File: config.mk
export PLATFORM = sky130hd
export DESIGN_NAME = seq_calc
export DESIGN_NICKNAME = d
export VERILOG_FILES = /design/src/rtl/seq_calc.sv
export SDC_FILE = /design/constraint.sdc
export NUM_CORES = 1
export LEC_CHECK = 0
export ABC_AREA = 1
export CAP_MARGIN = 20
export CORE_ASPECT_RATIO = 1.25
export CORE_MARGIN = 10
export CORE_UTILIZATION = 45
export CTS_CLUSTER_SIZE = 28
export DETAILED_ROUTE_END_ITERATION = 10
export PLACE_DENSITY = 0.66
export REMOVE_ABC_BUFFERS = 1
export SYNTH_ARGS = -nofsm -noshare
export SYNTH_HDL_FRONTEND = slang
export SYNTH_SLANG_ARGS = --single-unit
File: constraint.sdc
create_clock -name clk -period 6.5 [get_ports clk]
set_clock_uncertainty 0.15 [all_clocks]
set_input_delay 1.625 -clock clk [delete_from_list [all_inputs] [get_ports clk]]
set_output_delay 1.625 -clock clk [all_outputs]
set_load 0.02 [all_outputs]
File: src/rtl/seq_calc.sv
// Multi-cycle unsigned arithmetic unit: single-cycle add/sub, WIDTH-cycle
// shift-add multiply and restoring divide under a start/done handshake.
module seq_calc #(
  parameter int WIDTH = 8
) (
  input  logic               clk,
  input  logic               rst,
  input  logic               start,
  input  logic [1:0]         op,
  input  logic [WIDTH-1:0]   a,
  input  logic [WIDTH-1:0]   b,
  output logic               busy,
  output logic               done,
  output logic [2*WIDTH-1:0] result,
  output logic               flag
);

  localparam int CW = $clog2(WIDTH + 1);

  typedef enum logic {IDLE, RUN} state_t;

  state_t             state, state_n;
  logic [CW-1:0]      cnt, cnt_n;
  logic [WIDTH-1:0]   hi, hi_n;
  logic [WIDTH-1:0]   lo, lo_n;
  logic [WIDTH-1:0]   bq, bq_n;
  logic               is_div, is_div_n;
  logic               busy_n, done_n, flag_n;
  logic [2*WIDTH-1:0] result_n;

  logic [WIDTH:0]     addsum, subdiff, mulsum, divsh;
  logic [WIDTH+1:0]   divdiff;
  logic [WIDTH-1:0]   step_hi, step_lo;

  always_ff @(posedge clk) begin
    if (rst) begin
      state  <= IDLE;
      cnt    <= '0;
      hi     <= '0;
      lo     <= '0;
      bq     <= '0;
      is_div <= 1'b0;
      busy   <= 1'b0;
      done   <= 1'b0;
      result <= '0;
      flag   <= 1'b0;
    end else begin
      state  <= state_n;
      cnt    <= cnt_n;
      hi     <= hi_n;
      lo     <= lo_n;
      bq     <= bq_n;
      is_div <= is_div_n;
      busy   <= busy_n;
      done   <= done_n;
      result <= result_n;
      flag   <= flag_n;
    end
  end

  always_comb begin
    addsum  = {1'b0, a} + {1'b0, b};
    subdiff = {1'b0, a} - {1'b0, b};

    // Multiply: hi is the upper partial product, lo the shifting multiplier.
    mulsum  = {1'b0, hi} + (lo[0] ? {1'b0, bq} : '0);
    // Divide: hi is the partial remainder, lo the dividend becoming the quotient.
    divsh   = {hi, lo[WIDTH-1]};
    divdiff = {1'b0, divsh} - {2'b0, bq};

    if (is_div) begin
      if (!divdiff[WIDTH+1]) begin
        step_hi = divdiff[WIDTH-1:0];
        step_lo = {lo[WIDTH-2:0], 1'b1};
      end else begin
        step_hi = divsh[WIDTH-1:0];
        step_lo = {lo[WIDTH-2:0], 1'b0};
      end
    end else begin
      step_hi = mulsum[WIDTH:1];
      step_lo = {mulsum[0], lo[WIDTH-1:1]};
    end
  end

  always_comb begin
    state_n  = state;
    cnt_n    = cnt;
    hi_n     = hi;
    lo_n     = lo;
    bq_n     = bq;
    is_div_n = is_div;
    busy_n   = busy;
    done_n   = 1'b0;
    result_n = result;
    flag_n   = flag;

    unique case (state)
      IDLE: begin
        if (start) begin
          unique case (op)
            2'b00: begin
              done_n   = 1'b1;
              result_n = {{WIDTH{1'b0}}, addsum[WIDTH-1:0]};
              flag_n   = addsum[WIDTH];
            end
            2'b01: begin
              done_n   = 1'b1;
              result_n = {{WIDTH{1'b0}}, subdiff[WIDTH-1:0]};
              flag_n   = subdiff[WIDTH];
            end
            default: begin
              if (op[0] && (b == '0)) begin
                done_n   = 1'b1;
                result_n = {a, {WIDTH{1'b1}}};
                flag_n   = 1'b1;
              end else begin
                state_n  = RUN;
                cnt_n    = CW'(WIDTH);
                hi_n     = '0;
                lo_n     = a;
                bq_n     = b;
                is_div_n = op[0];
                busy_n   = 1'b1;
              end
            end
          endcase
        end
      end
      RUN: begin
        hi_n  = step_hi;
        lo_n  = step_lo;
        cnt_n = cnt - 1'b1;
        // Result is taken from this final iteration, not the stale registers.
        if (cnt == CW'(1)) begin
          state_n  = IDLE;
          busy_n   = 1'b0;
          done_n   = 1'b1;
          result_n = {step_hi, step_lo};
          flag_n   = is_div ? 1'b0 : (step_hi != '0);
        end
      end
      default: state_n = IDLE;
    endcase
  end

endmodule

Word level (Yosys, flattened, before mapping). Index checks and enable logic that the tools add are counted.

Memories kept: 0. Bits in latches: 0. Bits in registers: 49. Bits in writable memories: 0. Bits in read-only memories: 0.

Equal/unequal tests: 7. $add $sub $neg: 5. Muxes and demuxes: 43. Shift-type cells: 0. $mul: 0. Bitwise logic cells: 3. Reductions and logical operators: 9. Order comparisons: 0. Div/mod/pow operators: 0.

Operator list (count): $mux 8 (10); $pmux 16 s2 (2); $mux 16 (3); $pmux 8 s2 (2); $add 8x8->9 (2); $mux 1 (17); $mux 4 (3); $pmux 1 s2 (5); $sub 9x8->10 (1); $sub 8x8->9 (1); $logic_not 8->1 (1); $pmux 4 s2 (1); $reduce_and 4->1 (2); $reduce_bool 8->1 (1); $ne 2x2->1 const B (3); $reduce_and 3->1 (2); $eq 4x1->1 const B (1); $ne 4x2->1 const B (1); $sub 4x1->4 const B (1); $not 1->1 (3); $eq 2x1->1 const B (1); $logic_not 2->1 (1); $ne 2x1->1 const B (1); $reduce_or 2->1 (1); $logic_and 1x1->1 (1).

Depth between registers and ports, before layout. Gate-level depths: netlist (run 1).

Word-level depth: 7. Gate-level depth with buffers: 18.

Worst setup path before layout (run 1). Ideal clock, no wire load.

Path kind: in2reg. From: input a[0]. To: register result[6]. Stages on the path: 13. Slack: 3.256 ns. Path buffers: 0. Library setup time: 0.119 ns. Data arrival time: 2.975 ns. Cell sequence: inv_1 -> ha_1 -> inv_1 -> fa_1 -> nand3_1 -> nand2_1 -> a21oi_1 -> nor2_1 -> nor2_1 -> xor2_1 -> nand2_1 -> nand3_1 -> a21oi_1.

Longest elaborated chain between the ends: 4. Elaborated cells on any way between the ends: 5. Those cells by class: add/sub (2); mux (3).

RTL lines: start, declared (line 10) `input logic [WIDTH-1:0] a,`; $sub 8x8->9 / $add 8x8->9 (equally long branches) (line 63, 62); $pmux 16 s2 (*) (line 100) `unique case (op)`; $mux 16 (*) (line 99) `if (start) begin`; $pmux 16 s2 (*) (line 97) `unique case (state)`; end signal, assigned (line 56) `result <= result_n;`; end, declared (line 14) `output logic [2*WIDTH-1:0] result,`.

Every way passes the cells marked *; elsewhere a longest branch is shown, timed or not. The select of a mux whose other input is x is not followed. A chain may end at the register's enable or synchronous reset.

Worst setup path in the final report (run 1).
From: input b[6]. To: register flag.

Longest elaborated chain between the ends: 4. Elaborated cells on any way between the ends: 9. Those cells by class: add/sub (2); eq/ne (1); mux (3); reduce/logical (3).

RTL lines: start, declared (line 11) `input logic [WIDTH-1:0] b,`; $sub 8x8->9, or another cell as far along (line 63) `subdiff = {1'b0, a} - {1'b0, b};`; $pmux 1 s2 / $logic_and 1x1->1 (equally long branches) (line 100, 112); $mux 1 / $ne 4x2->1 (equally long branches); $pmux 1 s2 / $reduce_and 3->1 (equally long branches); end signal, assigned (line 57) `flag <= flag_n;`; end, declared (line 15) `output logic flag`.

Several ways; a longest one is shown, not always the timed one. The select of a mux whose other input is x is not followed.

==> results of run 1 <==
==> sequential cells by signal (all words and copies together) (netlist names) <==
| register | count |
|---|---|
| hi | 8 |
| lo | 8 |
| state | 1 |
| flag | 1 |
| busy | 1 |
| result | 16 |
| cnt | 4 |
| done | 1 |
| is_div | 1 |
| bq | 8 |
==> synth_stat cells, types with 2 or more instances <==
| cell type | number |
|---|---|
| nand4_1 | 13 |
| fa_1 | 4 |
| nor3_1 | 5 |
| ha_1 | 34 |
| clkbuf_1 | 13 |
| a31oi_1 | 19 |
| buf_2 | 6 |
| nand2_2 | 5 |
| dfxtp_1 | 49 |
| nor2_1 | 45 |
| inv_2 | 2 |
| xor2_1 | 8 |
| o21ai_0 | 52 |
| nor2_4 | 2 |
| o22ai_1 | 2 |
| a21oi_1 | 59 |
| nand3_1 | 52 |
| buf_1 | 2 |
| inv_1 | 90 |
| nor2_2 | 2 |
| nand2_1 | 115 |
==> worst reg2reg max path, stage by stage (launching register included) <==
cell and delay [ns]:
dfxtp_1 0.51, inv_2 0.56, nand3_1 0.17, nand2_1 0.69, inv_1 0.33, a21oi_1 0.22, a21oi_1 0.08
==> layer usage <==
| layer | global-route usage, % | routed length [um] | vias up |
|---|---|---|---|
| met2 | 34.2 | 6020 | 84 |
| met3 | 1.73 | 292 | 33 |
| li1 | - | - | 2018 |
| met1 | 20.8 | 4730 | 1840 |
| met4 | 10.4 | 557 | 0 |
| met5 | 0 | 0 | - |
==> power breakdown <==
part / switching [W] / internal (W) / leakage [nW]
logic: 0.000174 / 0.000102 / 1.62
clock network: 0.0000960 / 0.0000710 / 0.0399
registers: 0.0000195 / 0.000322 / 0.403
==> cell families after synthesis <==
family	Yosys count	synth area share, %
simple gates	243	27.8
compound gates	142	20.1
buf+inv	115	11.5
flops	49	25.4
fa+ha+maj	38	13.1
xor+xnor	9	2.04
==> placed cells by master, fill, tap and decap left out, types with 2 or more instances in the layout <==
master	instances
fa_1	4
clkdlybuf4s50_1	39
nand4_1	13
nor2_4	2
nand2_1	115
a21oi_1	59
inv_1	90
nor2_2	2
inv_2	2
a31oi_1	19
o21ai_0	52
nor3_1	5
xor2_1	8
clkbuf_8	5
ha_1	34
nand3_1	52
nand2_2	5
o22ai_1	2
nor2_1	45
dfxtp_1	49
==> final timing paths <==
| path | startpoint | depth (start not counted) | slack, ns | end |
|---|---|---|---|---|
| max | b[6] | 9 | 2.37 | flag |
| min reg2reg | cnt[2] | 1 | 0.30 | cnt[2] |
| min | cnt[2] | 1 | 0.30 | cnt[2] |
| max reg2reg | state | 6 | 3.68 | flag |
==> through the flow <==
stage / hold WS, ns / cell area, um^2 / cells
4_1_cts: 0.292 / 4350 / 716
5_1_grt: 0.312 / 4350 / 716
6_report: 0.296 / 4350 / 716
3_5_place_dp: 0.280 / 4280 / 710
2_1_floorplan: 0.262 / 3760 / 573
3_3_place_gp: 0.272 / 4280 / 710
==> final cells by class <==
cell class	instances	area share, %
inverters	92	7.94
flip-flops and latches	49	22.5
well taps	97	2.79
multi-input cells	432	55.9
clock buffers	5	1.58
repair buffers	40	9.14
clock inverters	1	0.115
==> results.md, run 1 <==
- Outcome: finished clean
- Vias: 3975
- CP top delay family: simple AND/OR/NAND/NOR gates
- Post-CTS setup buffer count: 0
- PD cells: 180 nW/um^2
- CP max FO: 29
- Final core occ: 52.5%
- Final setup fails: 0
- Ys async rst share: 0%
- GRT Total Usage: 18.8%
- Critical-path cell list: clkdlybuf4s50_1, inv_1, nand4_1, o31ai_1, nand3_1, nand2_1, inv_1, a21oi_1, a21oi_1
- Peak VDD IR: 0.0727 mV
- CTS resizes: 0
- Flops & latches, synth: 49
- CTS tree: built
- LEAKAGE: 2.06 nW
- Setup_tns: 0 ns
- Routability congestion estimate: 0.899
- Routed Wire Length: 11600 um
- Total CTS buffers: 5
- Nets: between 600 and 700
- Critical path's slowest cell: nand2_1
- Worst Path Arrival: 4.16 ns
- Die H: between 100 and 150 um
- CP max stage delay: just under 0.7 ns
- Relative slew slack: 38.7%
- Avg Inst Size Synth: 6.47 um^2
- Hold crit path type: reg -> reg
- Pre-CTS setup slack: 2.12 ns
- EDFF count, synth: 0
- PortBufs: 39
- DRC: 0
- Antenna cells: 0
- Post-CTS Hold Buffers: 0
- Final Hold Fails: 0
- Clk buf depth: 2
- Routed Antenna Nets: 0
- Layout cell share with drive strength beyond 1: under 10%
- FP Rows: 37
- CTS root buf: clkbuf_8
- Routed length per instance: 16.2 um
- Slew @ Worst Pin: 0.918 ns
- Reg area: approximately 980 um^2
- H-Tree Depth: 2
- Grt ovf: 0
- Crit end category: flip-flop
- Filler Cell Count: 889
- DP HPWL: 9240 um
- Yosys top cell area share: between 20% and 30%
- Total power: ~0.00078 W
- DR iter-0 viols: 152
- Vias/cell: 5.55
- Worst EP required: 6.54 ns
- Fin crit period: approximately 4.1 ns
- Initial antenna violation count: 0
- Setup WS post-layout: between 2 and 2.5 ns
- Worst setup path category: in -> reg
- # IOs: 40
- FMAX: roughly 240 MHz
- Synth unique cells: 38
- CP bufs+invs: 3
- Cells after synthesis: 596
- Netlist Area Pre-Place: 3860 um^2
- DRT Pass-1 Iters: 4
- Startpoint types: input pin
- RSZ-0062 raised after global routing: no
- Sink Count: 49
- Main synth FF type: dfxtp_1
- Reg clk slew, reported paths: 0.08 ns
- Vias in the first global route: between 3000 and 4000
- Seq/Total Area, Yosys: 25.4%
- Post-synth top area cell: dfxtp_1
- Initial core utilization: approximately 47%
- Multi-input logic area: between 2000 and 2500 um^2
- Synth warn: 0
- Fin. max-slew vios: 0
- Core area: 8290 um^2
- Total of max-cap violations: 0
- Largest net degree at the start of global routing: 38
- First-pass GRT wire length: between 15000 and 20000 um
- Die area: 12700 um^2
- Die X: 103 um
- P&R area growth vs syn: 12.8%
- Synth top area cells: dfxtp_1 25%, nand2_1 11%, ha_1 11%, inv_1 8.8%, a21oi_1 7.7%
- Period utilisation layout: 63.5%
- Clk_lat worst skew: 0.30 ns
Power figures use the tool's default switching activity.
==> run 2: changes to the inputs <==
- PLACE_DENSITY: 0.66 -> 0.68
- clock period: 6.5 -> 3.7 ns (I/O delays scaled with it)
==> run 2 against run 1 <==
Net effect:
- cell area up 1.9%
- combinational power up 81%
- non-clock buffer count up 10
- core utilization up 0.98 points
- largest cell class unchanged
- first-iteration DRC count up 72%
- sequential share of layout area down 0.41 points
- final cell count up 1.7%
- largest power group unchanged
- global-route usage up 0.080 points
==> results.md, run 2 (synthesis results as in run 1) <==
- Largest register FFs: 16
- CP top delay family: buffers and inverters
- Worst Path Arrival: between 3 and 4 ns
- CP bufs+invs: 2
- Critical path's slowest cell: clkdlybuf4s50_1
- Setup_tns: 0 ns
- Setup WS post-layout: 0.729 ns
- Most used cell, CP: nand3_1
- CP max FO: 22
- Die X: 103 um
- CP max stage delay: ~0.51 ns
- GRT Total Usage: 18.9%
- Initial antenna violation count: 0
- Routed Wire Length: 11800 um
- Outcome: finished clean
- Worst EP required: 3.77 ns
- Core area: 8290 um^2
- Routed length per instance: 16.2 um
- Startpoint types: input pin
- Vias/cell: around 5.5
- Reg clk slew, reported paths: about 0.080 ns
- Relative slew slack: approximately three fifths
- LEAKAGE: between 2 and 2.5 nW
- Slew @ Worst Pin: 0.610 ns
- Crit end category: flip-flop
- H-Tree Depth: 2
- Pre-CTS setup slack: 0.455 ns
- Reg-to-Reg End: flag
- P&R area growth vs syn: 14.9%
- Vias: between 3000 and 4000
- CTS resizes: 0
- CTS tree: built
- DRT Pass-1 Iters: 4
- Hold crit path type: reg -> reg
- Total of max-cap violations: 0
- Hold EP: cnt[2]
- FMAX: 337 MHz
- Filler Cell Count: 872
- Clk buf depth: 2
- Routed Antenna Nets: 0
- Fin crit period: 2.97 ns
- Vias in the first global route: 3917
- FP Rows: 37
- Die area: ~13000 um^2
- R2R Path Start: lo[0]
- Die H: 124 um
- Grt ovf: 0
- First-pass GRT wire length: ~19000 um
- PortBufs: 39
- Hold WS: 0.298 ns
- DP HPWL: 9410 um
- Routability congestion estimate: around 1
- Register-to-register setup slack: 0.98 ns
- # IOs: 40
- Post-route cell area: approximately 4400 um^2
- Total CTS buffers: 5
- Period utilisation layout: 80.3%
- Worst setup path category: in -> reg
- CTS root buf: clkbuf_8
- Placed cell area: 4350 um^2
- Final setup fails: 0
- Peak VDD IR: 0.133 mV
- Largest net degree at the start of global routing: 38
- Antenna cells: 0
- Final Hold Fails: 0
- PD cells: 314 nW/um^2
- Post-CTS setup buffer count: 0
- Largest reg by FF count: result
- Clk_lat worst skew: 0.30 ns
- Sink Count: 49
- Most frequent cells in the layout: 115 x nand2_1, 90 x inv_1, 59 x a21oi_1, 52 x nand3_1, 52 x o21ai_0
- Hold_sp: cnt[2]
- Layout cell share with drive strength beyond 1: 5.07%
- Critical-path cell list: clkdlybuf4s50_1, nor2_1, nand3_1, o31ai_1, nand3_1, nand2_1, buf_4, o21ai_0, a31oi_1
- DRC: 0
- RSZ-0062 raised after global routing: no
- FF-to-FF path depth: 17
- Post-CTS Hold Buffers: 0
- Final core occ: 53.5%
- Fin. max-slew vios: 0
- WHS Path Cells: 1
- Initial core utilization: 46.5%
- Commonest non-fill, non-tap cell in the layout: nand2_1
- DR iter-0 viols: approximately 260
- Nets: around 690
==> run 2: changes by cell type in the layout (fill, tap and decap cells not counted) <==
cell | previous run | this run
buf_4 | 1 | 11
clkinv_2 | 1 | 0
clkbuf_1 | 0 | 3
==> run 2: where the power goes <==
group	leakage (nW)	switching (W)	internal, W
Sequential	0.403	0.0000253	0.000566
Clock	0.0395	0.000169	0.000135
Combinational	1.67	0.000313	0.000186
==> run 2: routing by layer <==
metal / global-route usage [%] / vias up / wire length (um)
met5: 0 / - / 0
met4: 9.49 / 0 / 496
met3: 1.34 / 29 / 418
met2: 34.1 / 93 / 6060
met1: 21.7 / 1812 / 4790
li1: - / 2042 / -
==> run 2: through the flow <==
stage,std cells,power (W)
after floorplan,573,0.000920
after global placement,720,0.00110
after detailed placement,720,0.00110
after CTS,728,0.00140
after global routing,728,0.00148
final,728,0.00139
==> run 2: cell type report <==
| class | count | area (um^2) | share of cell area, % |
|---|---|---|---|
| Clock buffer | 8 | 80.1 | 1.81 |
| Inverter | 92 | 345 | 7.79 |
| Timing Repair Buffer | 50 | 473 | 10.7 |
| Sequential cell | 49 | 981 | 22.1 |
| Multi-Input combinational cell | 432 | 2430 | 54.9 |
| Tap cell | 97 | 121 | 2.74 |
==> run 2: how the worst max path moves through the flow <==
stage | start | slack (ns) | cells past startpoint | to
3_5_place_dp | b[1] | 0.46 | 9 | result[3]
2_1_floorplan | a[0] | 1.15 | 13 | result[6]
5_1_grt | b[1] | 0.49 | 9 | lo[3]
6_report | b[1] | 0.73 | 9 | result[3]
3_3_place_gp | a[0] | 0.48 | 14 | result[6]
4_1_cts | b[1] | 0.75 | 9 | result[3]
==> run 2: worst reg2reg max path, stage by stage, from the launching register on <==
cell and delay, ns:
dfxtp_1 0.58, nand2_1 0.10, inv_1 0.07, ha_1 0.18
inv_1 0.07, fa_1 0.35, inv_1 0.09, nand3_1 0.10
nand2_1 0.14, nand2_1 0.09, nand2_1 0.06, nand2_1 0.04
nand3_1 0.07, nand2_1 0.08, nor2_1 0.10, nand3_1 0.08
o21ai_1 0.20, a21oi_1 0.09
==> run 3: changes to the inputs <==
- clock period: 3.7 -> 2.6 ns (I/O delays scaled with it)
==> run 3 against run 2 <==
Net effect:
- core utilization rose by 7.3 points
- non-clock buffer count increased by 60
- largest cell class unchanged
- register-to-register slack worse by 0.90 ns
- die area stayed put
- sequential cell count did not move
- largest power group is now combinational cells
- critical path depth up 1
- hold slack got worse by 0.00089 ns
==> results.md, run 3 (synthesis results as in run 1) <==
- Reg-to-Reg End: flag
- Routed length per instance: 16.7 um
- DRT Pass-1 Iters: 5
- Final Hold Fails: 0
- Hold WS: 0.297 ns
- FP Rows: 37
- WHS Path Cells: 1
- Reg clk slew, reported paths: 0.09 ns
- Final setup fails: 0
- Placed cell area: 4810 um^2
- Placed cells: 777
- Nets: 750
- Vias/cell: about 5.4
- DR iter-0 viols: 230
- Fin crit period: 2.54 ns
- Grt ovf: 0
- Antenna cells: 0
- Most frequent cells in the layout: 114 x nand2_1, 88 x inv_1, 69 x buf_4, 57 x a21oi_1, 52 x nand3_1
- Routed Antenna Nets: 0
- Vias: 4285
- Total of max-cap violations: 0
- Die X: 103 um
- CP top delay family: buffers and inverters
- Period utilisation layout: 97.6%
- Fin. max-slew vios: 0
- CP max stage delay: 0.43 ns
- Routability congestion estimate: approximately 0.92
- # IOs: 40
- PortBufs: 39
- Post-CTS Hold Buffers: 0
- Register-to-register setup slack: 0.08 ns
- Slew @ Worst Pin: 0.426 ns
- Worst Path Arrival: 2.65 ns
- Critical path's slowest cell: clkdlybuf4s50_1
- Die area: approximately 13000 um^2
- CTS tree: built
- Worst EP required: 2.71 ns
- Sink Count: 49
- Hold crit path type: reg -> reg
- PD cells: 458 nW/um^2
- Filler Cell Count: 817
- Crit end category: flip-flop
- First-pass GRT wire length: roughly 21000 um
- Worst setup path category: in -> reg
- Largest reg by FF count: result
- Core area: around 8300 um^2
- Startpoint types: input pin
- Hold EP: cnt[2]
- Routed Wire Length: 13200 um
- GRT Total Usage: 20.7%
- Outcome: finished clean
- Largest net degree at the start of global routing: 33
- Critical-path cell list: clkdlybuf4s50_1, inv_1, nand3_1, o31ai_2, buf_4, nor2_2, nor2_4, clkinvlp_4, buf_4, a21oi_1
- Setup WS post-layout: between 0.06 and 0.07 ns
- Post-route cell area: 5040 um^2
- Initial antenna violation count: 0
- DRC: 0
- Pre-CTS setup slack: -0.363 ns
- Post-Layout Cell Count: 789
- Hold_sp: cnt[2]
- Die H: 124 um
- Peak VDD IR: 0.237 mV
- CTS root buf: clkbuf_8
- CP bufs+invs: 5
- Vias in the first global route: 4239
- Initial core utilization: 46.5%
- R2R Path Start: bq[5]
- Relative slew slack: between 70% and 80%
- Layout cell share with drive strength beyond 1: 15.9%
- Most used cell, CP: buf_4
- LEAKAGE: 2.45 nW
- Largest register FFs: 16
- P&R area growth vs syn: 30.6%
- Clk buf depth: 2
- Commonest non-fill, non-tap cell in the layout: nand2_1
- H-Tree Depth: 2
- Total CTS buffers: 5
- FMAX: 394 MHz
- CP max FO: 8
- Final core occ: between 60% and 70%
- Clk_lat worst skew: around 0.33 ns
- FF-to-FF path depth: 13
- DP HPWL: 10400 um
==> run 3: worst max path at each step <==
stage          startpoint  slack (ns)  depth (start not counted)   endpoint
2_1_floorplan        a[0]        0.32                         13  result[6]
3_3_place_gp         b[0]       -0.29                         13  result[6]
3_5_place_dp         b[0]       -0.36                         13  result[6]
4_1_cts              a[0]       0.006                         14  result[6]
5_1_grt              b[2]       -0.04                         10      lo[7]
6_report             b[2]        0.06                         10      lo[7]
==> run 3: repair_timing <==
item | 4_1_cts | 5_1_grt
resized for setup | 1 | 27
setup endpoints to repair | 1 | 23
gates cloned | 0 | 1
buffers inserted | 0 | 3
endpoints found under the hold margin | 0 | 0
pin swaps | 0 | 6
==> run 3: per-layer routing <==
layer	share of wire, %	wire, um	vias to the layer above	global-route usage (%)
met3	2.7	351	31	2.29
met1	40	5300	2008	22.8
met4	4.0	522	0	10.1
met2	53	7000	81	38.3
li1	-	-	2165	-
met5	0	0	-	0
==> run 3: final cells by class <==
cell class,instances,area (um^2),area share [%]
Multi-Input combinational cell,432,2510,49.8
Timing Repair inverter,1,7.51,0.149
Sequential cell,49,981,19.5
Inverter,92,349,6.93
Clock buffer,7,86.3,1.71
Tap cell,97,121,2.41
Clock inverter,1,30.0,0.596
Timing Repair Buffer,110,955,19.0
==> run 3: worst reg2reg max path, stage by stage, from the launching register on <==
cell and delay [ns]:
dfxtp_1 0.34, inv_1 0.07, ha_1 0.37, nand2_2 0.11
nor2_4 0.17, nand2_1 0.12, nand3_4 0.16, nand2_1 0.07
nor2_1 0.08, nor2_1 0.06, nor2_1 0.23, nand3_1 0.20
o21ai_2 0.18, a21oi_1 0.08
==> run 3: report_power, final <==
part | internal, W | leakage [nW] | switching (W)
sequential | 0.000806 | 0.403 | 0.0000349
clock | 0.000314 | 0.0585 | 0.000283
combinational | 0.000369 | 1.99 | 0.000502
total | 0.00149 | 2.45 | 0.000819
==> run 3: per-stage QoR <==
| step | setup TNS [ns] | total power, W |
|---|---|---|
| 2_1_floorplan | 0 | 0.00131 |
| 3_3_place_gp | -8.46 | 0.00166 |
| 3_5_place_dp | -9.67 | 0.00168 |
| 4_1_cts | 0 | 0.00226 |
| 5_1_grt | -0.282 | 0.00243 |
| 6_report | 0 | 0.00231 |
